===== src/rtl/level_sequencer.sv =====
// Game flow sequencer: start screen, timed levels, level-done pause,
// finish and timeout screens driven by mouse clicks and frame ticks.
module level_sequencer #(
  parameter int N_LEVELS   = 4,
  parameter int COORD_W    = 12,
  parameter int FINISH_Y   = 500,
  parameter int BTN_X_MIN  = 160,
  parameter int BTN_X_MAX  = 650,
  parameter int BTN_Y_MIN  = 250,
  parameter int BTN_Y_MAX  = 320,
  parameter int LEVEL_TIME = 1800,
  parameter int DONE_TICKS = 120,
  localparam int LW = (N_LEVELS > 1) ? $clog2(N_LEVELS) : 1,
  localparam int TW = $clog2(LEVEL_TIME + 1)
) (
  input  logic               clk_40,
  input  logic               rst_n,
  input  logic               m_left,
  input  logic [COORD_W-1:0] xpos_mouse,
  input  logic [COORD_W-1:0] ypos_mouse,
  input  logic [COORD_W-1:0] ypos_player,
  input  logic               tick,
  output logic [2:0]         game_state,
  output logic [LW-1:0]      level,
  output logic [TW-1:0]      time_left,
  output logic               level_start
);

  localparam int DW = $clog2(DONE_TICKS + 1);

  localparam logic [COORD_W-1:0] X_MIN = COORD_W'(BTN_X_MIN);
  localparam logic [COORD_W-1:0] X_MAX = COORD_W'(BTN_X_MAX);
  localparam logic [COORD_W-1:0] Y_MIN = COORD_W'(BTN_Y_MIN);
  localparam logic [COORD_W-1:0] Y_MAX = COORD_W'(BTN_Y_MAX);
  localparam logic [COORD_W-1:0] FIN_Y = COORD_W'(FINISH_Y);
  localparam logic [TW-1:0]      T_FULL = TW'(LEVEL_TIME);
  localparam logic [DW-1:0]      D_LAST = DW'(DONE_TICKS);
  localparam logic [LW-1:0]      L_LAST = LW'(N_LEVELS - 1);

  typedef enum logic [2:0] {
    S_START   = 3'd0,
    S_PLAY    = 3'd1,
    S_DONE    = 3'd2,
    S_FINISH  = 3'd3,
    S_TIMEOUT = 3'd4
  } state_e;

  state_e        state_q;
  logic [LW-1:0] level_q;
  logic [TW-1:0] time_q;
  logic [DW-1:0] done_q;
  logic [DW-1:0] done_d;
  logic          start_q;
  logic          m_left_q;

  logic click;
  logic in_box;
  logic goal;

  assign click  = m_left & ~m_left_q;
  assign in_box = (xpos_mouse >= X_MIN) && (xpos_mouse <= X_MAX) &&
                  (ypos_mouse >= Y_MIN) && (ypos_mouse <= Y_MAX);
  assign goal   = ypos_player >= FIN_Y;
  assign done_d = done_q + DW'(1);

  always_ff @(posedge clk_40 or negedge rst_n) begin
    if (!rst_n) begin
      state_q  <= S_START;
      level_q  <= '0;
      time_q   <= '0;
      done_q   <= '0;
      start_q  <= 1'b0;
      m_left_q <= 1'b0;
    end else begin
      m_left_q <= m_left;
      start_q  <= 1'b0;
      case (state_q)
        S_START: begin
          if (click && in_box) begin
            state_q <= S_PLAY;
            level_q <= '0;
            time_q  <= T_FULL;
            start_q <= 1'b1;
          end
        end
        // Goal wins over the last timer tick, freezing time_left.
        S_PLAY: begin
          if (goal) begin
            state_q <= S_DONE;
            done_q  <= '0;
          end else if (tick && time_q != '0) begin
            time_q <= time_q - TW'(1);
            if (time_q == TW'(1)) begin
              state_q <= S_TIMEOUT;
            end
          end
        end
        S_DONE: begin
          if (tick) begin
            done_q <= done_d;
            if (done_d == D_LAST) begin
              if (level_q == L_LAST) begin
                state_q <= S_FINISH;
              end else begin
                state_q <= S_PLAY;
                level_q <= level_q + LW'(1);
                time_q  <= T_FULL;
                start_q <= 1'b1;
              end
            end
          end
        end
        S_FINISH, S_TIMEOUT: begin
          if (click) begin
            state_q <= S_START;
            level_q <= '0;
            time_q  <= '0;
          end
        end
        default: begin
          state_q <= S_START;
          level_q <= '0;
          time_q  <= '0;
        end
      endcase
    end
  end

  assign game_state  = state_q;
  assign level       = level_q;
  assign time_left   = time_q;
  assign level_start = start_q;

endmodule


===== config.mk =====
export PLATFORM = sky130hd
export DESIGN_NAME = level_sequencer
export DESIGN_NICKNAME = d
export VERILOG_FILES = /design/src/rtl/level_sequencer.sv
export SDC_FILE = /design/constraint.sdc
export NUM_CORES = 1
export LEC_CHECK = 0
export ABC_AREA = 0
export BUFFER_PORTS_ARGS = -buffer_cell sky130_fd_sc_hd__clkbuf_2
export CORE_ASPECT_RATIO = 2
export CORE_UTILIZATION = 30
export CTS_BUF_LIST = sky130_fd_sc_hd__clkbuf_8
export DETAILED_ROUTE_END_ITERATION = 12
export HOLD_SLACK_MARGIN = 0.08
export MAX_ROUTING_LAYER = met4
export PLACE_DENSITY = 0.55
export SLEW_MARGIN = 25
export SYNTH_ARGS = -nofsm -noshare
export SYNTH_HDL_FRONTEND = slang
export SYNTH_SLANG_ARGS = --single-unit

===== constraint.sdc =====
create_clock -name clk_40 -period 6.35 [get_ports clk_40]
set_clock_uncertainty 0.1 [all_clocks]
set_input_delay 0.635 -clock clk_40 [delete_from_list [all_inputs] [get_ports clk_40]]
set_output_delay 0.635 -clock clk_40 [all_outputs]
set_load 0.005 [all_outputs]

# Word-level counts from Yosys, hierarchy flattened
# Index checks and enable logic that the tools add are counted.
# classes
add_sub_neg	3
order_cmp	5
eq_ne	17
n_mux	31
bitwise_logic	3
reduce_logical	13
# ops
operator	count
11-bit 2-to-1 mux	7
11-bit one-hot mux with 4 select lines	1
12-bit by 8-bit >= comparator with 1-bit output (second input constant)	2
3-bit 2-to-1 mux	7
2-bit inequality test (second input constant)	8
7-bit 2-to-1 mux	2
7-bit one-hot mux with 2 select lines	1
12-bit by 9-bit >= comparator with 1-bit output (second input constant)	1
12-bit by 10-bit <= comparator with 1-bit output (second input constant)	1
12-bit by 9-bit <= comparator with 1-bit output (second input constant)	1
2-bit 2-to-1 mux	6
3-bit one-hot mux with 4 select lines	1
6-bit AND reduction	2
11-bit by 1-bit equality test with 1-bit output (second input constant)	1
11-bit nonzero test	1
11-bit by 1-bit subtractor with 11-bit output (second input constant)	1
2-bit one-hot mux with 4 select lines	1
7-bit by 1-bit adder with 7-bit output (second input constant)	1
7-bit equality test (second input constant)	1
7-bit AND reduction	1
3-bit by 2-bit equality test with 1-bit output (second input constant)	2
3-bit inequality test (second input constant)	2
1-bit logical AND	5
1-bit 2-to-1 mux	4
other kinds (11)	12
# totals
register_bits	25
inputBits	40
out_inout_bits	17
word_cells	78

# Longest topological paths before layout
# Gate-level depths: netlist of run 1.
# logic_depth
word_depth	7
ltp_mapped	9
depth_no_buf	7

# Worst setup path after synthesis of run 1
# Ideal clock, no wire load.
# synth_path
path_type	input-to-reg
from	input port ypos_mouse[5]
to	register time_q[1] (netlist: time_left[1])
setup_time_ns	0.125
t_arrival_ns	2.406
required_time_ns	6.125
setup_slack_ns	3.719
path_stages	7
n_path_buf	1
cell_sequence	nand4_1 > or4b_1 > a211oi_2 > o221ai_2 > a2111oi_4 > buf_6 > mux2_4
# synth_between
elab_chain_cells	6
elab_cells_between_ends	7
cone_classes	2 x order compare; 1 x eq/ne; 4 x reduce/logical
# synth_rtl
item	line	text
start, declared	20	input logic [COORD_W-1:0] ypos_mouse,
12-bit by 8-bit >= comparator with 1-bit output	62	(ypos_mouse >= Y_MIN) && (ypos_mouse <= Y_MAX);
1-bit logical AND	61	assign in_box = (xpos_mouse >= X_MIN) && (xpos_mouse <= X_MAX) &&
1-bit logical AND (*)	62	
1-bit logical AND (*)	79	if (click && in_box) begin
2-bit inequality test (no line) (*)	--	
7-bit AND reduction (no line) (*)	--	
end signal, assigned	92	time_q <= time_q - TW'(1);
end, declared	50	logic [TW-1:0] time_q;
# Every way passes the cells marked *; elsewhere a longest branch is shown, timed or not.
# A chain may end at the register's enable or synchronous reset.

# Final worst setup path of run 1
# layout_path
from	input port ypos_mouse[7]
to	register time_q[10] (netlist: time_left[10])
# The elaborated chain is that of the path after synthesis.

==> flow_summary.ini, run 1 <==
[grt]
grt_antenna_before_repair = 0
grt.overflow.total = 0
grtUsageTotal_pct = 16.84
grt_pass1_vias = 1689
grt_pass1_wl_um = 7879
grt_max_degree = 26

[placed_design]
gp_congestion = 0.7666
placed_area_sq_mm = 0.002034
port_buffers = 54
place_hpwl_um = 3815

[pwr]
swShare_pct = 43.37
p_int_mw = 0.3931
p_leak_nw = 0.9815
vdd_drop_max_uv = 227.1
p_sw_mw = 0.3011
p_clk_share_pct = 13.8
seq_power_share_pct = 37.5
p_comb_share_pct = 48.7
p_per_area_mw_per_mm2 = 333.9

[logic_synthesis]
syn-num-nets = 235
async_flop_share_pct = 100.0
yosysSeqAreaShare_pct = 35.87
avgSynthCellArea_sq_um = 9.180
synth_edf_count = 0
synth_area_leaders = dfrtp_1 36%, nand2_1 4.3%, o21ai_0 4.3%
synth_area_sq_mm = 0.001744
ys_ff_latch = 25
synthFlopType = dfrtp_1
synth_top_area_share_pct = 35.87
synth_cell_types = 51
synth_area_leader_cell = dfrtp_1
synth_cells = 190
ys.warnings.count = 0

[cts]
clock-sinks = 25
cts_max_path_buffers = 2
cts-hold-fix-buffers = 0
cts_buffers = 3
clkTransAtPathRegs_ns = 0.09
root_buffer = clkbuf_8
cts_max_level = 1
post_cts_buffers = 0
post_cts_resized = 0
cts_tree = done
clk_latency_ns = 0.27

[die]
ios = 57
core_area_sq_mm = 0.005660
dieHeight_um = 109.8
die_area_sq_mm = 0.006141
initial_core_util_pct = 30.81
die_w_um = 55.92
rows = 39

[routing]
wl_per_cell_um = 15.74
drc = 0
via_count = 1667
postRouteAntennaNets = 0
firstDrtPassIters = 4
vias_per_cell = 5.502
first_iter_violations = 37
wl_um = 4769

[min_path]
hp-class = in2async

[layout]
fin_area_sq_mm = 0.002079
diodes = 0
final_common_cell = clkbuf_2
final_cell_mix = 54 x clkbuf_2, 25 x dfrtp_1, 20 x nand2_1, 19 x nor2_1, 15 x o21ai_0
syn_to_final_growth_pct = 19.22
nets = 288
layout-drive-gt1-share_pct = 29.75

[timing]
rsz0062_at_grt = no
fin_tns_setup_ns = 0
worst_pin_slew_ns = 0.8292
min_period_over_period_pct = 46.45
setup_viol = 0
drv_slew = 0
final.min_clock_period_ns = 2.950
hold_viol = 0
fmax_mhz = 339.0
max_slew_margin_pct = 44.72

[critical_path]
cp-start-kind = input pin
critPathArrivalTime_ns = 3.02
critical-path-max-stage-delay_ns = 0.77
required_ns = 6.42
r2r_cells = 6
cp_max_fo = 11
setup.worst_path.end_class = register
path_cells = clkbuf_2 -> nand4_1 -> or4b_1 -> a211oi_2 -> o221ai_2 -> a2111oi_4 -> mux2_2
path_class = in2reg
cpMaxStageDelayCell = a2111oi_4

[status]
status = completed

[flow_run]
drv_cap = 0
==> worst max-delay path: cells and delay by family <==
| kind | cells | cell delay [ns] |
|---|---|---|
| buffers and inverters | 1 | 0.11 |
| AND/OR/NAND/NOR | 2 | 0.58 |
| multiplexers | 1 | 0.41 |
| AO/OA/AOI/OAI | 3 | 1.28 |
==> cell usage after synthesis (all sizes together) (2+ instances only) <==
library cell and number:
nor3 4, a2111oi 2, xor2 2, ha 5
o41a 2, buf 5, nand2b 3, a22o 2
nor3b 3, nand3 6, and3 2, or3 2
nand4 4, nor2 19, and2 4, nor2b 2
mux2 7, o31ai 3, dfrtp 25, nand3b 2
o21a 2, a21oi 9, a31oi 9, nand2 20
nor4 4, inv 5, a21o 3, o21ai 15
==> logic make-up after synthesis <==
kind of cell | share of synthesized area [%]
multiplexers | 5.739
AND/OR/NAND/NOR | 25.25
AO/OA/AOI/OAI | 23.74
adder cells (fa/ha/maj) | 3.587
XOR/XNOR | 1.507
flip-flops | 35.87
buffers and inverters | 4.304
==> metal layers <==
metal / global-route usage [%] / wire length, um / up-vias
li1: - / - / 815
met1: 14.38 / 1626 / 823
met2: 36.14 / 2973 / 22
met3: 0.8235 / 64 / 7
met4: 7.317 / 104 / 0
met5: - / 0 / -
==> stage by stage <==
stage	instances	hold WS, ns	util, %	setup WS, ns	power (mW)
floorplan	190	0.2394	-	3.719	0.5123
global placement	299	0.4170	35.94	3.107	0.6009
detailed placement	299	0.4265	35.94	3.102	0.6055
CTS	303	0.2997	36.74	3.397	0.7005
global route	303	0.3268	36.74	3.206	0.7503
finish	303	0.2812	36.74	3.400	0.6942
==> worst paths after layout <==
check / start / to / slack (ns)
setup / recovery: ypos_mouse[7] / time_left[10] / 3.40
min in group clk_40: m_left / m_left_q / 0.38
hold / removal: rst_n / time_left[6] / 0.28
hold reg to reg: level[1] / level[1] / 0.44
max in group asynchronous: rst_n / done_q[6] / 5.43
setup reg to reg: game_state[1] / time_left[10] / 3.46
==> power by group through the flow <==
stage | Sequential (mW) | Combinational [mW] | Clock (mW)
final | 0.261 | 0.338 | 0.0959
after global placement | 0.265 | 0.336 | 0
after global routing | 0.269 | 0.380 | 0.102
after detailed placement | 0.265 | 0.341 | 0
after floorplan | 0.242 | 0.270 | 0
after CTS | 0.262 | 0.341 | 0.0974
==> state kept, by name, summed over array words and instances, names as in the netlist <==
name and cells:
time_left 11, done_q 7, game_state 3, level 2, level_start 1, m_left_q 1
==> final cells by class <==
class                   count  area, sq um
clock inverters             1        3.754
inverters                   5        18.77
flip-flops and latches     25        625.6
clock buffers               3        41.29
fillers                   634         3581
well taps                  61        76.32
repair buffers             54        270.3
multi-input cells         154         1044
Note: power is estimated with default switching activity, not from simulation.
==> inputs of run 2 (changes only) <==
ABC_AREA = 1   (was 0)
PLACE_DENSITY = 0.54   (was 0.55)
clock period = 2.9 ns   (was 6.35 ns; I/O delays follow)
==> run 2 against run 1 <==
Compared with the run above:
- register-to-register slack lost 2.9 ns
- critical endpoint unchanged
- cell count rose by 40%
- flip-flop and latch count unchanged
- largest cell class unchanged
- area after synthesis is 14% higher
- combinational power rose to 3.5 times the previous value
- synthesized cell count is 49% higher
- routed wire length rose by 8.2%
- via count rose by 24%
- first-iteration DRC count decreased by 11%
- sequential power up 130%
- largest power group unchanged
- critical path depth grew 4
==> flow_summary.ini, run 2 <==
[pwr]
vdd_drop_max_uv = 445.0
p_per_area_mw_per_mm2 = 824.1
p_leak_nw = 1.251

[die]
core_area_sq_mm = 0.006361
initial_core_util_pct = 31.33
dieHeight_um = 117.3
ios = 57
rows = 41
die_w_um = 59.64
die_area_sq_mm = 0.006993

[cts]
clkTransAtPathRegs_ns = 0.09
cts_tree = done
clock-sinks = 25
clk_latency_ns = 0.27
cts_max_level = 1
root_buffer = clkbuf_8
cts_max_path_buffers = 2
post_cts_resized = 0
cts_buffers = 3

[layout]
syn_to_final_growth_pct = 20.15
layout-drive-gt1-share_pct = 31.86
final_cell_mix = 62 x nand2_1, 54 x clkbuf_2, 41 x nor2_1, 27 x inv_1, 26 x nand2_2
utilization_pct = 37.65
layout.area.seq_sq_um = 625.6
multi_input_area_sq_mm = 0.001201
largest_reg_flops = 11
num-fill-cells = 757
final_common_cell = nand2_1
diodes = 0
nets = 385
final_cells = 425
fin_area_sq_mm = 0.002395

[min_path]
min_path_cells = 5
hp-class = in2reg
whs_endpoint = done_q[1]
hp-start = tick

[logic_synthesis]
syn-num-nets = 328
ys.warnings.count = 0
synth_area_leaders = dfrtp_1 31%, nand2_1 12%, nand2_2 8.2%
synth_top_area_share_pct = 31.39
yosysSeqAreaShare_pct = 31.39
avgSynthCellArea_sq_um = 7.043
synth_most_common_cell = nand2_1
synth_edf_count = 0
synth_cells = 283
ys_ff_latch = 25
synth_area_sq_mm = 0.001993
async_flop_share_pct = 100.0
synth_area_leader_cell = dfrtp_1
synth_commonest_cells = 62 x nand2_1, 41 x nor2_1, 27 x inv_1, 26 x nand2_2, 25 x dfrtp_1
synthFlopType = dfrtp_1
synth_cell_types = 29

[grt]
grt_use_met1_pct = 14.68
met3_usage_pct = 1.429
met2_usage_pct = 33.63
grt_max_degree = 26
grt.overflow.total = 0
grt_antenna_before_repair = 0
grt_pass1_wl_um = 8645
grt_pass1_vias = 2076
grtUsageTotal_pct = 16.65
busiest_layer = met2

[routing]
wl_um = 5162
postRouteAntennaNets = 0
via_count = 2071
firstDrtPassIters = 4
wl_per_cell_um = 12.15
first_iter_violations = 33
drc = 0
vias_per_cell = 4.873

[timing]
holdWs_ns = 0.2999
setup_viol = 0
final.min_clock_period_ns = 2.302
max_slew_margin_pct = 55.89
hold_viol = 0
rsz0062_at_grt = no
drv_slew = 0
fin_tns_setup_ns = 0
fmax_mhz = 434.4
worst_pin_slew_ns = 0.6617
min_period_over_period_pct = 79.37

[flow_run]
drv_cap = 0

[status]
status = completed

[critical_path]
r2r_slack_ns = 0.60
critPathArrivalTime_ns = 2.37
required_ns = 2.96
timing.rr.end = time_left[10]
cp-start-kind = register
regToRegStartpoint = done_q[1]
path_class = reg2reg
r2r_cells = 11
cp_max_fo = 19
setup.worst_path.end_class = register

[placed_design]
port_buffers = 54
placed_area_sq_mm = 0.002328
place_hpwl_um = 4093
gp_congestion = 0.8155
dpl.cell_count = 419
==> run 2: cell types whose count changed after synthesis, sizes merged, moves of 7 or more <==
cell,delta
a31oi,-9
inv,+26
mux2,-7
nand2,+71
nand3,+14
nand4,+16
nor2,+32
o21ai,-7
==> run 2: cells by family after synthesis <==
logic type | after synthesis | synth area share [%]
adder cells (fa/ha/maj) | 5 | 3.139
AO/OA/AOI/OAI | 21 | 6.277
buffers and inverters | 36 | 8.349
XOR/XNOR | 5 | 2.198
AND/OR/NAND/NOR | 191 | 48.65
flip-flops | 25 | 31.39
==> run 2: critical path, cell delays in order (launching register included) <==
cell	delay, ns
dfrtp_1	0.44
ha_1	0.29
inv_1	0.09
nand2_1	0.04
nand2_1	0.07
nand2_1	0.08
nor2_4	0.16
nand4_4	0.12
nand2_4	0.21
nand3_2	0.38
nand2_2	0.17
nand2_2	0.05
==> run 2: worst max-delay path by stage <==
stage / from / end / slack (ns)
after detailed placement: done_q[1] / time_left[4] / 0.60
after global routing: done_q[1] / time_left[3] / 0.43
final: done_q[1] / time_left[10] / 0.60
after CTS: done_q[1] / time_left[8] / 0.59
after floorplan: done_q[1] / time_left[8] / 1.11
after global placement: done_q[1] / time_left[8] / 0.64
==> run 2: power breakdown <==
| group | internal (mW) | leakage, nW | switching, mW |
|---|---|---|---|
| Clock | 0.0961 | 0.0255 | 0.112 |
| Sequential | 0.441 | 0.331 | 0.155 |
| Combinational | 0.415 | 0.894 | 0.754 |
| Total | 0.953 | 1.25 | 1.02 |
==> run 2: cell type report <==
class | count | share of cell area, %
Timing Repair Buffer | 57 | 12.43
Multi-Input combinational cell | 222 | 50.16
Inverter | 31 | 4.859
Tap cell | 86 | 4.493
Clock inverter | 1 | 0.2090
Sequential cell | 25 | 26.12
Clock buffer | 3 | 1.724
==> run 2: repair_timing <==
action | CTS | global route
buffers inserted | 0 | 0
hold buffers | 2 | 0
setup endpoints to repair | 0 | 0
hold endpoints to repair | 26 | 0
==> run 2: metal layers <==
metal / routed length [um] / vias to the layer above / share of wire (%)
li1: - / 1027 / -
met1: 1800 / 975 / 35
met2: 3027 / 53 / 59
met3: 167 / 16 / 3.2
met4: 166 / 0 / 3.2
met5: 0 / - / 0
==> run 2: through the flow <==
stage	power (mW)	setup WS (ns)
after CTS	1.999	0.5907
after global routing	2.163	0.4347
after detailed placement	1.776	0.6035
after global placement	1.760	0.6376
final	1.974	0.5982
after floorplan	1.486	1.112
==> inputs of run 3 (changes only) <==
ABC_AREA = 0   (was 1)
PLACE_DENSITY = 0.55   (was 0.54)
clock period = 2.35 ns   (was 2.9 ns; I/O delays follow)
==> run 3 against run 2 <==
Compared with the run above:
- utilization is 2.8 points higher
- cell count is 23% lower
- combinational power hardly changed
- clock power is 27% higher
- first-iteration DRC count is 9.1% higher
- total power is 7.2% higher
- via count is 13% lower
- critical path type unchanged
==> flow_summary.ini, run 3 (synthesis gave the netlist of run 1 again) <==
[timing]
setup_viol = 0
fmax_mhz = 442.0
final.min_clock_period_ns = 2.262
max_slew_margin_pct = 55.11
rsz0062_at_grt = yes
hold_viol = 0
drv_slew = 0
fin_tns_setup_ns = 0
holdWs_ns = 0.3170
worst_pin_slew_ns = 0.6734
min_period_over_period_pct = 96.27

[cts]
cts_buffers = 3
cts_tree = done
clock-sinks = 25
clkTransAtPathRegs_ns = 0.09
post_cts_buffers = 0
root_buffer = clkbuf_8
clk_latency_ns = 0.27
cts_max_level = 1
cts_max_path_buffers = 2

[layout]
layout-drive-gt1-share_pct = 37.74
final_cells = 326
nets = 311
diodes = 0
syn_to_final_growth_pct = 31.13
num-fill-cells = 608
utilization_pct = 40.41
layout.area.seq_sq_um = 625.6
multi_input_area_sq_mm = 0.001066
largest_reg_flops = 11
final_cell_mix = 54 x clkbuf_2, 25 x dfrtp_1, 20 x buf_4, 19 x nor2_1, 19 x nand2_1
final_common_cell = clkbuf_2

[critical_path]
setup.worst_path.end_class = register
required_ns = 2.42
crit_buf_inv = 2
cp-start-kind = register
cpMaxStageDelayCell = a2111oi_4
path_class = reg2reg
critPathArrivalTime_ns = 2.33
crit_family = compound AO/OA/AOI/OAI gates
crit_path_frequent_cell = a2111oi_4
path_cells = ha_2 -> and2_1 -> a32o_2 -> a2111oi_4 -> a2111oi_4 -> buf_6 -> buf_4 -> a21o_2
r2r_cells = 8
path_depth = 8
cp_max_fo = 6
critical-path-max-stage-delay_ns = 0.43

[grt]
grt.overflow.total = 0
grt_pass1_vias = 1838
grt_max_degree = 26
grt_pass1_wl_um = 8438
grt_antenna_before_repair = 0
grtUsageTotal_pct = 18.03

[pwr]
vdd_drop_max_uv = 626.5
p_int_mw = 1.236
p_per_area_mw_per_mm2 = 924.8
swShare_pct = 41.55
p_leak_nw = 1.096
p_comb_share_pct = 56.9
p_clk_share_pct = 12.5
seq_power_share_pct = 30.6
p_sw_mw = 0.8789

[status]
status = completed

[routing]
vias_per_cell = 5.500
wl_per_cell_um = 15.40
drc = 0
postRouteAntennaNets = 0
firstDrtPassIters = 4
via_count = 1793
first_iter_violations = 36
wl_um = 5020

[die]
initial_core_util_pct = 30.81
rows = 39
dieHeight_um = 109.8
core_area_sq_mm = 0.005660
die_w_um = 55.92
die_area_sq_mm = 0.006141
ios = 57

[flow_run]
drv_cap = 0

[placed_design]
place_hpwl_um = 4051
gp_congestion = 0.8036
port_buffers = 54
dpl.cell_count = 320

[min_path]
min_path_cells = 6
hp-class = in2reg
[run 3: cell types whose count changed in the layout (fill, tap and decap cells not counted), moves of 7 or more]
cell | before | now
nand2_2 | 26 | 1
nand4_1 | 19 | 4
inv_1 | 27 | 5
o21ai_0 | 6 | 14
nor2_1 | 41 | 19
nand3_1 | 17 | 6
nor2_2 | 7 | 0
a31oi_1 | 0 | 8
buf_4 | 1 | 20
nand2_1 | 62 | 19
[run 3: stage by stage]
step                total power [mW]  setup slack, ns  instance area (sq um)
global placement               1.837         -0.09254                   2192
global route                   2.278         -0.01026                   2287
finish                         2.115          0.08762                   2287
CTS                            2.120        0.0004512                   2261
detailed placement             1.849          -0.1023                   2192
floorplan                      1.384         0.006374                   1744
[run 3: worst reg2reg max path, cell delays in order, from the launching register on]
cell	delay [ns]
dfrtp_1	0.39
ha_2	0.22
and2_1	0.16
a32o_2	0.27
a2111oi_4	0.43
a2111oi_4	0.10
buf_6	0.16
buf_4	0.16
a21o_2	0.19
[run 3: what timing repair did]
action / in CTS / in global routing
endpoints found under the setup margin: 1 / 13
hold buffers: 2 / 0
pin swaps: 1 / 1
endpoints found under the hold margin: 26 / 0
resized for setup: 0 / 8
[run 3: metal layers]
layer	track usage [%]	vias to the layer above	part of all wire, %
met5	-	-	0
met4	7.143	0	2.9
met3	0.7059	14	1.7
met2	39.16	36	63
met1	15.42	880	33
li1	-	863	-
[run 3: power groups by stage]
stage | sequential, mW | combinational [mW] | clock [mW]
global route | 0.664 | 1.33 | 0.285
floorplan | 0.654 | 0.730 | 0
detailed placement | 0.659 | 1.19 | 0
CTS | 0.649 | 1.20 | 0.274
global placement | 0.656 | 1.18 | 0
finish | 0.647 | 1.20 | 0.265
[run 3: area by class of cell]
| class | count | share of cell area [%] |
|---|---|---|
| tap | 61 | 3.337 |
| sequential | 25 | 27.35 |
| multi-input combinational | 154 | 46.61 |
| timing repair buffer | 77 | 19.75 |
| inverter | 5 | 0.8206 |
| clock inverter | 1 | 0.3282 |
| clock buffer | 3 | 1.805 |
[run 3: final timing paths]
| path | to | startpoint | slack [ns] |
|---|---|---|---|
| worst max-delay path | time_left[9] | done_q[0] | 0.09 |
| worst min-delay path | level_start | ypos_mouse[9] | 0.32 |
| worst max register to register | time_left[9] | done_q[0] | 0.09 |
| worst min register to register | done_q[6] | done_q[6] | 0.45 |
| max in group asynchronous | level_start | rst_n | 1.30 |
| min in group asynchronous | time_left[6] | rst_n | 0.42 |
